## config.mk

```make
export PLATFORM = sky130hd
export DESIGN_NAME = ram_dff_clr_flat
export DESIGN_NICKNAME = d
export VERILOG_FILES = /design/src/rtl/ram_dff_clr_if.sv /design/src/rtl/ram_dff_clr.sv /design/src/flat_wrapper.sv
export SDC_FILE = /design/constraint.sdc
export NUM_CORES = 1
export LEC_CHECK = 0
export ABC_CLOCK_PERIOD_IN_PS = 1900
export BUFFER_PORTS_ARGS = -buffer_cell sky130_fd_sc_hd__buf_2
export CORE_MARGIN = 2
export CORE_UTILIZATION = 59
export DETAILED_ROUTE_END_ITERATION = 8
export PLACE_DENSITY = 0.89
export SLEW_MARGIN = 10
export SYNTH_ARGS = -nofsm -noshare
export SYNTH_HDL_FRONTEND = slang
export SYNTH_SLANG_ARGS = --single-unit
```

## constraint.sdc

```tcl
create_clock -name clk -period 1.9 [get_ports clk]
set_input_delay 0.475 -clock clk [delete_from_list [all_inputs] [get_ports clk]]
set_output_delay 0.475 -clock clk [all_outputs]
set_load 0.01 [all_outputs]
```

## src/rtl/ram_dff_clr_if.sv

```systemverilog
// User-side bus of the DFF RAM: access strobe, byte enables, address, data, clear request and busy.
// The master drives accesses; the RAM itself connects through the slave modport.
interface ram_dff_clr_if #(
  parameter int WSIZE = 1,
  parameter int AW    = 3
);
  logic               en;
  logic [WSIZE-1:0]   we;
  logic [AW-1:0]      addr;
  logic [8*WSIZE-1:0] D;
  logic [8*WSIZE-1:0] Q;
  logic               clr;
  logic               busy;

  modport master (output en, we, addr, D, clr, input Q, busy);
  modport slave  (input en, we, addr, D, clr, output Q, busy);
endinterface

```

## src/rtl/ram_dff_clr.sv

```systemverilog
// Single-port DFF RAM with byte enables and a registered, write-through read port.
// A clear engine zero-fills the array after reset or on request before the port is accepted.
module ram_dff_clr #(
  parameter int WORDS = 8,
  parameter int WSIZE = 1
) (
  input  logic         clk,
  input  logic         rst,
  ram_dff_clr_if.slave bus
);
  localparam int AW = $clog2(WORDS);
  localparam int DW = 8 * WSIZE;
  localparam logic [AW-1:0] LAST  = AW'(WORDS - 1);
  localparam logic [AW:0]   DEPTH = (AW + 1)'(WORDS);

  typedef enum logic {CLEAR, READY} state_t;

  state_t          state, state_nx;
  logic [AW-1:0]   ptr, ptr_nx;
  logic [DW-1:0]   mem [WORDS];
  logic [DW-1:0]   rd_word;
  logic [DW-1:0]   merged;
  logic [DW-1:0]   wr_word;
  logic [AW-1:0]   wr_addr;
  logic            mem_we;
  logic            in_range;
  logic            access;
  logic [DW-1:0]   q_r;

  always_ff @(posedge clk or posedge rst) begin
    if (rst) begin
      state <= CLEAR;
      ptr   <= '0;
    end else begin
      state <= state_nx;
      ptr   <= ptr_nx;
    end
  end

  always_comb begin
    state_nx = state;
    ptr_nx   = ptr;
    case (state)
      CLEAR: begin
        if (ptr == LAST) begin
          state_nx = READY;
          ptr_nx   = '0;
        end else begin
          ptr_nx = ptr + AW'(1);
        end
      end
      READY: begin
        if (bus.clr) begin
          state_nx = CLEAR;
          ptr_nx   = '0;
        end
      end
      default: begin
        state_nx = CLEAR;
        ptr_nx   = '0;
      end
    endcase
  end

  // Addresses past WORDS exist only for non-power-of-two depths; they read as zero and never write.
  assign in_range = ({1'b0, bus.addr} < DEPTH);
  assign rd_word  = in_range ? mem[bus.addr] : '0;
  assign access   = (state == READY) && bus.en && !bus.clr;

  for (genvar b = 0; b < WSIZE; b++) begin : g_lane
    assign merged[8*b +: 8] = bus.we[b] ? bus.D[8*b +: 8] : rd_word[8*b +: 8];
  end

  always_comb begin
    mem_we  = 1'b0;
    wr_addr = bus.addr;
    wr_word = merged;
    if (state == CLEAR) begin
      mem_we  = 1'b1;
      wr_addr = ptr;
      wr_word = '0;
    end else if (access && in_range && (|bus.we)) begin
      mem_we = 1'b1;
    end
  end

  always_ff @(posedge clk) begin
    if (mem_we) mem[wr_addr] <= wr_word;
  end

  always_ff @(posedge clk or posedge rst) begin
    if (rst) begin
      q_r <= '0;
    end else if (state == CLEAR || bus.clr) begin
      q_r <= '0;
    end else if (bus.en) begin
      q_r <= in_range ? merged : '0;
    end
  end

  assign bus.Q    = q_r;
  assign bus.busy = (state == CLEAR);
endmodule

```

## src/flat_wrapper.sv

```systemverilog
// flat-port wrapper written by rule: the top's interface ports become plain ports
module ram_dff_clr_flat 
#(
  parameter int WORDS = 8,
  parameter int WSIZE = 1
)
  (clk, rst, bus_en, bus_we, bus_addr, bus_D, bus_clr, bus_Q, bus_busy);
  ram_dff_clr_if #(.WSIZE(WSIZE), .AW(3)) bus_i ();
  input  logic clk;
  input  logic rst;
  input wire logic [$bits(bus_i.en)-1:0] bus_en;
  input wire logic [$bits(bus_i.we)-1:0] bus_we;
  input wire logic [$bits(bus_i.addr)-1:0] bus_addr;
  input wire logic [$bits(bus_i.D)-1:0] bus_D;
  input wire logic [$bits(bus_i.clr)-1:0] bus_clr;
  output wire logic [$bits(bus_i.Q)-1:0] bus_Q;
  output wire logic [$bits(bus_i.busy)-1:0] bus_busy;
  assign bus_i.en = bus_en;
  assign bus_i.we = bus_we;
  assign bus_i.addr = bus_addr;
  assign bus_i.D = bus_D;
  assign bus_i.clr = bus_clr;
  assign bus_Q = bus_i.Q;
  assign bus_busy = bus_i.busy;
  ram_dff_clr #(.WORDS(WORDS), .WSIZE(WSIZE)) u_core (.clk(clk), .rst(rst), .bus(bus_i));
endmodule
```

==> results of run 1 <==
-- power by group --
part	internal [µW]	switching, µW	total (µW)
Clock	586	574	1160
Sequential	2340	141	2480
Combinational	515	801	1320
-- per-stage QoR --
| stage | cell area, µm² | hold slack (ns) | utilization (%) |
|---|---|---|---|
| finish | 3990 | 0.1597 | 72.46 |
| global route | 3990 | 0.2086 | 72.46 |
| CTS | 3970 | 0.1710 | 72.10 |
| detailed placement | 3769 | 0.5427 | 68.44 |
| global placement | 3769 | 0.5384 | 68.44 |
| floorplan | 3366 | 0.3397 | - |
-- routing by layer --
layer,global-route usage (%),part of all wire (%),up-vias,routed length [µm]
li1,-,-,976,-
met2,45.00,51,115,4032
met5,0,0,-,0
met3,4.072,5.9,18,465
met1,33.60,40,1107,3097
met4,12.76,3.1,0,241
-- layout make-up --
| type | instances | area (µm²) | area share, % |
|---|---|---|---|
| tap | 72 | 90.09 | 2.258 |
| clock inverter | 7 | 57.56 | 1.442 |
| clock buffer | 9 | 123.9 | 3.104 |
| timing repair buffer | 59 | 407.9 | 10.22 |
| multi-input combinational | 124 | 1074 | 26.90 |
| sequential | 76 | 2222 | 55.69 |
| inverter | 4 | 15.01 | 0.3763 |
-- worst max-delay path, cell delays in order, from the launching register on --
cell and delay (ns):
dfrtp_1 0.47, buf_12 0.19, inv_1 0.18, buf_2 0.17
-- state kept, by name (all words and copies together) (netlist names) --
signal        cells
u_core.bus.Q      8
u_core.mem       64
u_core.ptr        3
u_core.state      1
-- Yosys cell counts, drive strengths merged, types with 8 or more instances --
master  number
a31oi        8
o31ai        8
edfxtp      64
mux2        32
nand3        8
o32ai        8
nor2        11
o22ai       16
nor2b        9
dfrtp       12
buf         11
-- cell families (layout without fill, tap and decap cells) --
logic type	Yosys count	in the layout	synth area share, %
DFF	76	76	66.22
AOI/OAI and AO/OA	49	49	12.16
and+or+nand+nor	40	40	6.562
muxes	33	33	11.04
buffers and inverters	20	79	3.281
adders and majority gates	2	2	0.7456
-- worst paths after layout --
path / end / slack (ns) / depth (start not counted)
min in group clk: u_core.ptr[2] / 0.37 / 2
max in group asynchronous: u_core.bus.Q[1] / 1.37 / 2
hold reg to reg: u_core.ptr[1] / 0.60 / 2
setup reg to reg: u_core.mem[5][5] / 0.07 / 4
setup / recovery: bus_busy / 0.05 / 3
hold / removal: u_core.ptr[2] / 0.16 / 2
-- repair_timing --
| action | 4_1_cts | 5_1_grt |
|---|---|---|
| pin swaps | 0 | 0 |
| resized for setup | 4 | 4 |
| hold buffers | 0 | 0 |
| setup endpoints to repair | 32 | 32 |
==> flow_metrics.tcl, run 1 <==
set metrics [dict create \
    gp_congestion 0.8650 \
    rows 27 \
    htree_levels 3 \
    start_util_pct 60.94 \
    grt-ovfl-total 0 \
    drt-initial-drc-count 260 \
    avgSynthCellArea_um2 15.25 \
    p_per_area_nw_per_um2 1243 \
    cp.required_ns 1.42 \
    fill_cells 338 \
    synth_top_area_share_pct 57.27 \
    setup_viol 0 \
    yosys.area.top_type "edfxtp_1" \
    skew_ns 0.009276 \
    first_pass_iters 5 \
    die_h_um 79.42 \
    dp_hpwl_um 5257 \
    drv_slew 0 \
    syn-num-nets 238 \
    path_class "reg -> out" \
    clk_path_buf_depth 2 \
    yosys-top-cells-area "edfxtp_1 57%, dfrtp_1 8.9%, mux2_1 5.4%" \
    pre_cts_slack_ns -0.3968 \
    clk_pin_slew_ns 0.08 \
    ant_nets 0 \
    leakagePower_uw 0.001497 \
    setup_ws_ns 0.04910 \
    ys_warn_count 0 \
    finalCritPeriodShare_pct 97.42 \
    synth-seq-cells 76 \
    viasPerCell 6.313 \
    synthArstFlopShare_pct 15.79 \
    core_area_um2 5507 \
    fmax_ghz 0.5403 \
    grt_usage_pct 26.53 \
    drive_above_1_share_pct 39.07 \
    drc_errors 0 \
    ir_drop_uv 683.8 \
    fp.dieW_um 79.42 \
    clock-root-buffer "clkbuf_8" \
    hold_viol 0 \
    grt_pass1_wl_um 11870 \
    avgRoutedWirePerCell_um 22.33 \
    nNetsFinal 292 \
    netlist_area_um2 3356 \
    final_cell_mix "64 x edfxtp_1, 33 x buf_4, 24 x buf_2" \
    maxCapViolCount 0 \
    hold_path_class "in -> async" \
    synth_cell_types 30 \
    synth_edf_count 64 \
    place_inst 335 \
    portBuffers 24 \
    critical_path.max_fanout 19 \
    min_period_ns 1.851 \
    critPathLaunchType "register" \
    cts_tree "done" \
    setup_tns_ns 0 \
    worst_slew_pin_slew_ns 0.6603 \
    arrival_ns 1.38 \
    cp-end-kind "primary output" \
    die_area_um2 6307 \
    cts_sinks 76 \
    ys_seq_area_share_pct 66.22 \
    wl_um 7837 \
    synth_top_flop_cell "edfxtp_1" \
    instances_no_fill 351 \
    grt_pass1_vias 2210 \
    area_growth_pct 18.90 \
    power_uw 4958 \
    grt_antenna_before_repair 0 \
    num_vias 2216 \
    mostFrequentLayoutCell "edfxtp_1" \
    outcome "completed" \
    ios 25 \
    diodes 0 \
    cp-startpoint "u_core.state" \
    grt_start_max_net_pins 22 \
    synthCells 220 \
    maxSlewHeadroom_pct 55.71 \
    postCtsSetupBuffers 0 \
    numCtsBuffers 9 \
    r2r-start "u_core.state" \
    clock_latency_ns 0.35 \
    rsz0062_at_grt "false" \
]
(Power assumes the default switching activity.)
==> run 2: changes to the inputs <==
--- a/config.mk
+++ b/config.mk
@@ -9,8 +9,10 @@
 export BUFFER_PORTS_ARGS = -buffer_cell sky130_fd_sc_hd__buf_2
 export CORE_MARGIN = 2
 export CORE_UTILIZATION = 59
+export CTS_BUF_LIST = sky130_fd_sc_hd__clkbuf_16
 export DETAILED_ROUTE_END_ITERATION = 8
 export PLACE_DENSITY = 0.89
+export SETUP_SLACK_MARGIN = 0.5
 export SLEW_MARGIN = 10
 export SYNTH_ARGS = -nofsm -noshare
 export SYNTH_HDL_FRONTEND = slang
==> run 2 against run 1 <==
  * Design area is 25% higher
  * Register-to-register slack better by 0.22 ns
  * Critical path type is now reg -> reg
  * Sequential cell count stayed put
  * Largest power group unchanged
  * Hold slack better by 0.051 ns
  * Critical path depth is 1 higher
  * Sequential share of layout area is 11 points lower
  * Die area stayed put
==> flow_metrics.tcl, run 2 (synthesized netlist as in run 1, its figures left out) <==
set metrics [dict create \
    maxCapViolCount 0 \
    cp.required_ns 1.89 \
    final_cell_mix "64 x edfxtp_1, 29 x buf_4, 22 x buf_2, 20 x mux2_4, 15 x buf_12" \
    p_int_uw 4316 \
    place_inst 322 \
    critPathLaunchType "register" \
    cp_num_cells 4 \
    fmax_ghz 0.6221 \
    p_clk_share_pct 23.6 \
    clock-root-buffer "clkbuf_16" \
    ios 25 \
    wl_um 11300 \
    leakagePower_uw 0.001874 \
    crit_chain "inv_4, buf_4, a2bb2oi_2, nor2_4" \
    maxSlewHeadroom_pct 58.78 \
    ir_drop_uv 983.7 \
    power_frac_comb_pct 37.2 \
    cp-end-kind "register" \
    largest_register_ffs 64 \
    portBuffers 24 \
    cp_top_family "flip-flops" \
    seqPwrFrac_pct 39.3 \
    setup_viol 0 \
    diodes 0 \
    finalCritPeriodShare_pct 84.60 \
    grt_pass1_wl_um 14500 \
    grt_antenna_before_repair 0 \
    path_class "reg -> reg" \
    core_area_um2 5507 \
    place_area_um2 3986 \
    max_stage_delay_ns 0.51 \
    start_util_pct 60.94 \
    die_area_um2 6307 \
    regMostFlops "u_core.mem" \
    cp_slowest_cell "dfrtp_2" \
    finalInstanceArea_um2 4986 \
    numCtsBuffers 9 \
    instances_no_fill 371 \
    drive_above_1_share_pct 59.20 \
    mostFrequentLayoutCell "edfxtp_1" \
    critical_path.max_fanout 8 \
    rows 27 \
    die_h_um 79.42 \
    grt_start_max_net_pins 17 \
    cts_sinks 76 \
    clock_latency_ns 0.34 \
    num_vias 2513 \
    ant_nets 0 \
    skew_ns 0.01492 \
    r2r-start "u_core.state" \
    rsz0062_at_grt "true" \
    reg2reg_setup_slack_ns 0.29 \
    clk_path_buf_depth 2 \
    drc_errors 0 \
    p_sw_share_pct 33.62 \
    viasPerCell 6.774 \
    worst_slew_pin_slew_ns 0.6176 \
    post-route-util_pct 90.55 \
    setup_tns_ns 0 \
    avgRoutedWirePerCell_um 30.46 \
    min_period_ns 1.607 \
    grt_usage_pct 33.33 \
    clk_pin_slew_ns 0.07 \
    nNetsFinal 312 \
    hold_viol 0 \
    outcome "completed" \
    reg2reg_to "u_core.mem[5][0]" \
    first_pass_iters 5 \
    hold_path_class "in -> async" \
    power_switching_uw 2186 \
    cts_tree "done" \
    grt_pass1_vias 2401 \
    grt-ovfl-total 0 \
    htree_levels 3 \
    arrival_ns 1.60 \
    fp.dieW_um 79.42 \
    drt-initial-drc-count 382 \
    drv_slew 0 \
    gp_congestion 0.7979 \
    area_growth_pct 48.58 \
    dp_hpwl_um 5087 \
    path_buf_inv 2 \
    p_per_area_nw_per_um2 1304 \
    rr_worst_depth 4 \
]
run 2: power by group through the flow:
stage                     sequential [µW]  clock [µW]  combinational (µW)
final                                2550        1530                2420
after global placement               2490           0                1460
after global routing                 2570        1580                2490
after CTS                            2500        1460                2050
after detailed placement             2520           0                1520
after floorplan                      2460           0                1130
run 2: final cells by class:
| type | count | area [µm²] |
|---|---|---|
| timing repair buffer | 78 | 779.5 |
| clock buffer | 9 | 225.2 |
| tap | 72 | 90.09 |
| clock inverter | 7 | 27.53 |
| multi-input combinational | 125 | 1623 |
| inverter | 4 | 17.52 |
| sequential | 76 | 2223 |
| fill | 187 | 520.5 |
run 2: per-stage QoR:
stage                     setup WS (ns)  hold slack, ns  power (µW)
after floorplan                  0.2104          0.3397        3591
after global placement         -0.01466          0.5052        3944
after detailed placement       -0.05934          0.5211        4036
after CTS                        0.3584          0.1915        6014
after global routing             0.2829          0.2517        6632
final                            0.2925          0.2108        6502
run 2: worst max path at each step:
stage / from / to / slack [ns]
finish: u_core.state / u_core.mem[5][0] / 0.29
global route: u_core.state / u_core.mem[1][3] / 0.28
CTS: u_core.state / u_core.mem[3][6] / 0.36
detailed placement: bus_addr[0] / u_core.mem[0][4] / -0.06
global placement: bus_addr[0] / u_core.mem[0][4] / -0.01
floorplan: bus_addr[0] / u_core.mem[6][0] / 0.21
run 2: what timing repair did:
item                                    4_1_cts  5_1_grt
resized for setup                            50       36
gates cloned                                  1        1
buffers inserted                             20       11
hold buffers                                  0        0
endpoints found under the setup margin      137      137
pin swaps                                    20       23
run 2: layer usage:
layer / GRT usage, % / part of all wire, % / up-vias
met1: 39.54 / 36 / 1266
met2: 60.17 / 52 / 182
li1: - / - / 1023
met4: 13.45 / 4.0 / 0
met3: 5.769 / 7.6 / 42
met5: 0 / 0 / -
==> run 3: changes to the inputs <==
--- a/config.mk
+++ b/config.mk
@@ -5,13 +5,13 @@
 export SDC_FILE = /design/constraint.sdc
 export NUM_CORES = 1
 export LEC_CHECK = 0
-export ABC_CLOCK_PERIOD_IN_PS = 1900
+export ABC_CLOCK_PERIOD_IN_PS = 1300
 export BUFFER_PORTS_ARGS = -buffer_cell sky130_fd_sc_hd__buf_2
 export CORE_MARGIN = 2
-export CORE_UTILIZATION = 59
+export CORE_UTILIZATION = 53
 export CTS_BUF_LIST = sky130_fd_sc_hd__clkbuf_16
 export DETAILED_ROUTE_END_ITERATION = 8
-export PLACE_DENSITY = 0.89
+export PLACE_DENSITY = 0.85
 export SETUP_SLACK_MARGIN = 0.5
 export SLEW_MARGIN = 10
 export SYNTH_ARGS = -nofsm -noshare
==> constraint.sdc (replaced) <==
create_clock -name clk -period 1.3 [get_ports clk]
set_input_delay 0.325 -clock clk [delete_from_list [all_inputs] [get_ports clk]]
set_output_delay 0.325 -clock clk [all_outputs]
set_load 0.01 [all_outputs]
==> run 3 against run 2 <==
  * Final cell count grew 5.7%
  * Hold slack worse by 0.22 ns
  * The flow now finishes with violations (hold timing, setup timing)
  * Sequential share of layout area decreased by 1.1 points
  * Highest routed layer unchanged
==> flow_metrics.tcl, run 3 (synthesized netlist as in run 1, its figures left out) <==
set metrics [dict create \
    route.met2.wl_um 5727 \
    largest_register_ffs 64 \
    clk_path_buf_depth 2 \
    leakagePower_uw 0.001916 \
    grt-ovfl-total 0 \
    core_area_um2 6026 \
    top_layer "met4" \
    numCtsBuffers 9 \
    max_stage_delay_ns 0.41 \
    maxCapViolCount 0 \
    grt_start_max_net_pins 15 \
    first_pass_iters 4 \
    gp_congestion 0.7985 \
    reg2reg_setup_slack_ns -0.27 \
    grt_pass1_vias 2564 \
    path_class "reg -> reg" \
    grt_antenna_before_repair 0 \
    clk_pin_slew_ns 0.06 \
    setup_viol 139 \
    critical_path.max_fanout 5 \
    worst_slew_pin_slew_ns 0.4847 \
    final_cell_mix "64 x edfxtp_1, 47 x buf_4, 22 x buf_2, 14 x buf_12, 13 x mux2_2" \
    reg2reg_to "u_core.bus.Q[0]" \
    min_period_ns 1.570 \
    die_h_um 83.57 \
    rsz0062_at_grt "true" \
    instances_no_fill 392 \
    fp.dieW_um 83.57 \
    violations "hold timing, setup timing" \
    viasPerCell 6.406 \
    regMostFlops "u_core.mem" \
    drv_slew 0 \
    clock_latency_ns 0.34 \
    hold_slack_ns -0.005209 \
    drc_errors 0 \
    avgRoutedWirePerCell_um 27.44 \
    die_area_um2 6984 \
    place_inst 362 \
    critPathLaunchType "register" \
    maxSlewHeadroom_pct 67.65 \
    clock-root-buffer "clkbuf_16" \
    dp_hpwl_um 5924 \
    hold_path_class "in -> async" \
    wl_met1_um 3918 \
    skew_ns 0.01126 \
    rr_worst_depth 5 \
    nNetsFinal 330 \
    outcome "finished with violations" \
    route.met3.wl_um 761 \
    drive_above_1_share_pct 61.83 \
    wl_um 10760 \
    setup_ws_ns -0.2699 \
    arrival_ns 1.80 \
    cts_sinks 76 \
    num_vias 2511 \
    p_per_area_nw_per_um2 1914 \
    ios 25 \
    finalCritPeriodShare_pct 120.8 \
    fill_cells 248 \
    crit_chain "buf_4, nand2b_4, or3b_4, buf_6, o32ai_2" \
    grt_pass1_wl_um 14880 \
    cts_tree "done" \
    cp.required_ns 1.53 \
    hold_viol 12 \
    fmax_ghz 0.6370 \
    drt-initial-drc-count 237 \
    cp_slowest_cell "dfrtp_2" \
    htree_levels 3 \
    rows 28 \
    ir_drop_uv 1743 \
    start_util_pct 55.69 \
    setup_tns_ns -22.33 \
    r2r-start "u_core.state" \
    area_growth_pct 52.35 \
    ant_nets 0 \
    cp-end-kind "register" \
    diodes 0 \
    grt_usage_pct 29.26 \
    portBuffers 24 \
    mostFrequentLayoutCell "edfxtp_1" \
]
## run 3: changes by cell type in the layout (fill, tap and decap cells not counted), moves of 3 or more
cell,change
buf_4,+18
mux2_2,+6
mux2_1,+5
mux2_4,-11
nand3_1,+3
## run 3: critical path: cells and delay by family (launching register included)
family / cells / cell delay [ns]
simple gates: 2 / 0.50
compound gates: 1 / 0.25
buf+inv: 2 / 0.29
flops: 1 / 0.41
## run 3: worst max-delay path by stage
stage	start	endpoint	slack (ns)
global route	u_core.state	u_core.bus.Q[0]	-0.32
finish	u_core.state	u_core.bus.Q[0]	-0.27
floorplan	bus_addr[0]	u_core.mem[0][0]	-0.22
CTS	u_core.state	bus_busy	-0.23
global placement	bus_addr[2]	u_core.mem[3][5]	-0.51
detailed placement	bus_addr[2]	u_core.mem[3][5]	-0.53
## run 3: per-stage QoR
step	setup WS [ns]	instance area (µm²)	power, µW	utilization [%]
6_report	-0.2699	5112	9784	84.84
5_1_grt	-0.3150	5112	10100	84.84
2_1_floorplan	-0.2158	3722	5291	-
4_1_cts	-0.2304	4938	9413	81.96
3_3_place_gp	-0.5092	4397	6480	72.97
3_5_place_dp	-0.5260	4397	6641	72.97
## run 3: cell type report
cell class | instances | area (µm²) | share of cell area, %
sequential | 76 | 2225 | 43.51
clock buffer | 9 | 225.2 | 4.405
inverter | 4 | 18.77 | 0.3671
multi-input combinational | 124 | 1559 | 30.49
clock inverter | 7 | 60.06 | 1.175
timing repair buffer | 97 | 930.9 | 18.21
tap | 75 | 93.84 | 1.836
## run 3: layer usage
layer  up-vias  GRT usage (%)
met5         -              0
met4         0          11.44
met3        28          6.726
met2       147          48.95
met1      1275          37.10
li1       1061              -
## run 3: timing repair
item / 4_1_cts / 5_1_grt
gates resized for setup: 30 / 28
endpoints found under the setup margin: 149 / 149
pin swaps: 14 / 14
cloned: 1 / 1
hold buffers: 0 / 0
setup buffers: 8 / 4
## run 3: report_power, final
group / total [µW] / switching [µW] / internal, µW
clock: 2440 / 973 / 1460
combinational: 3670 / 1890 / 1780
sequential: 3680 / 252 / 3430
total: 9780 / 3110 / 6670
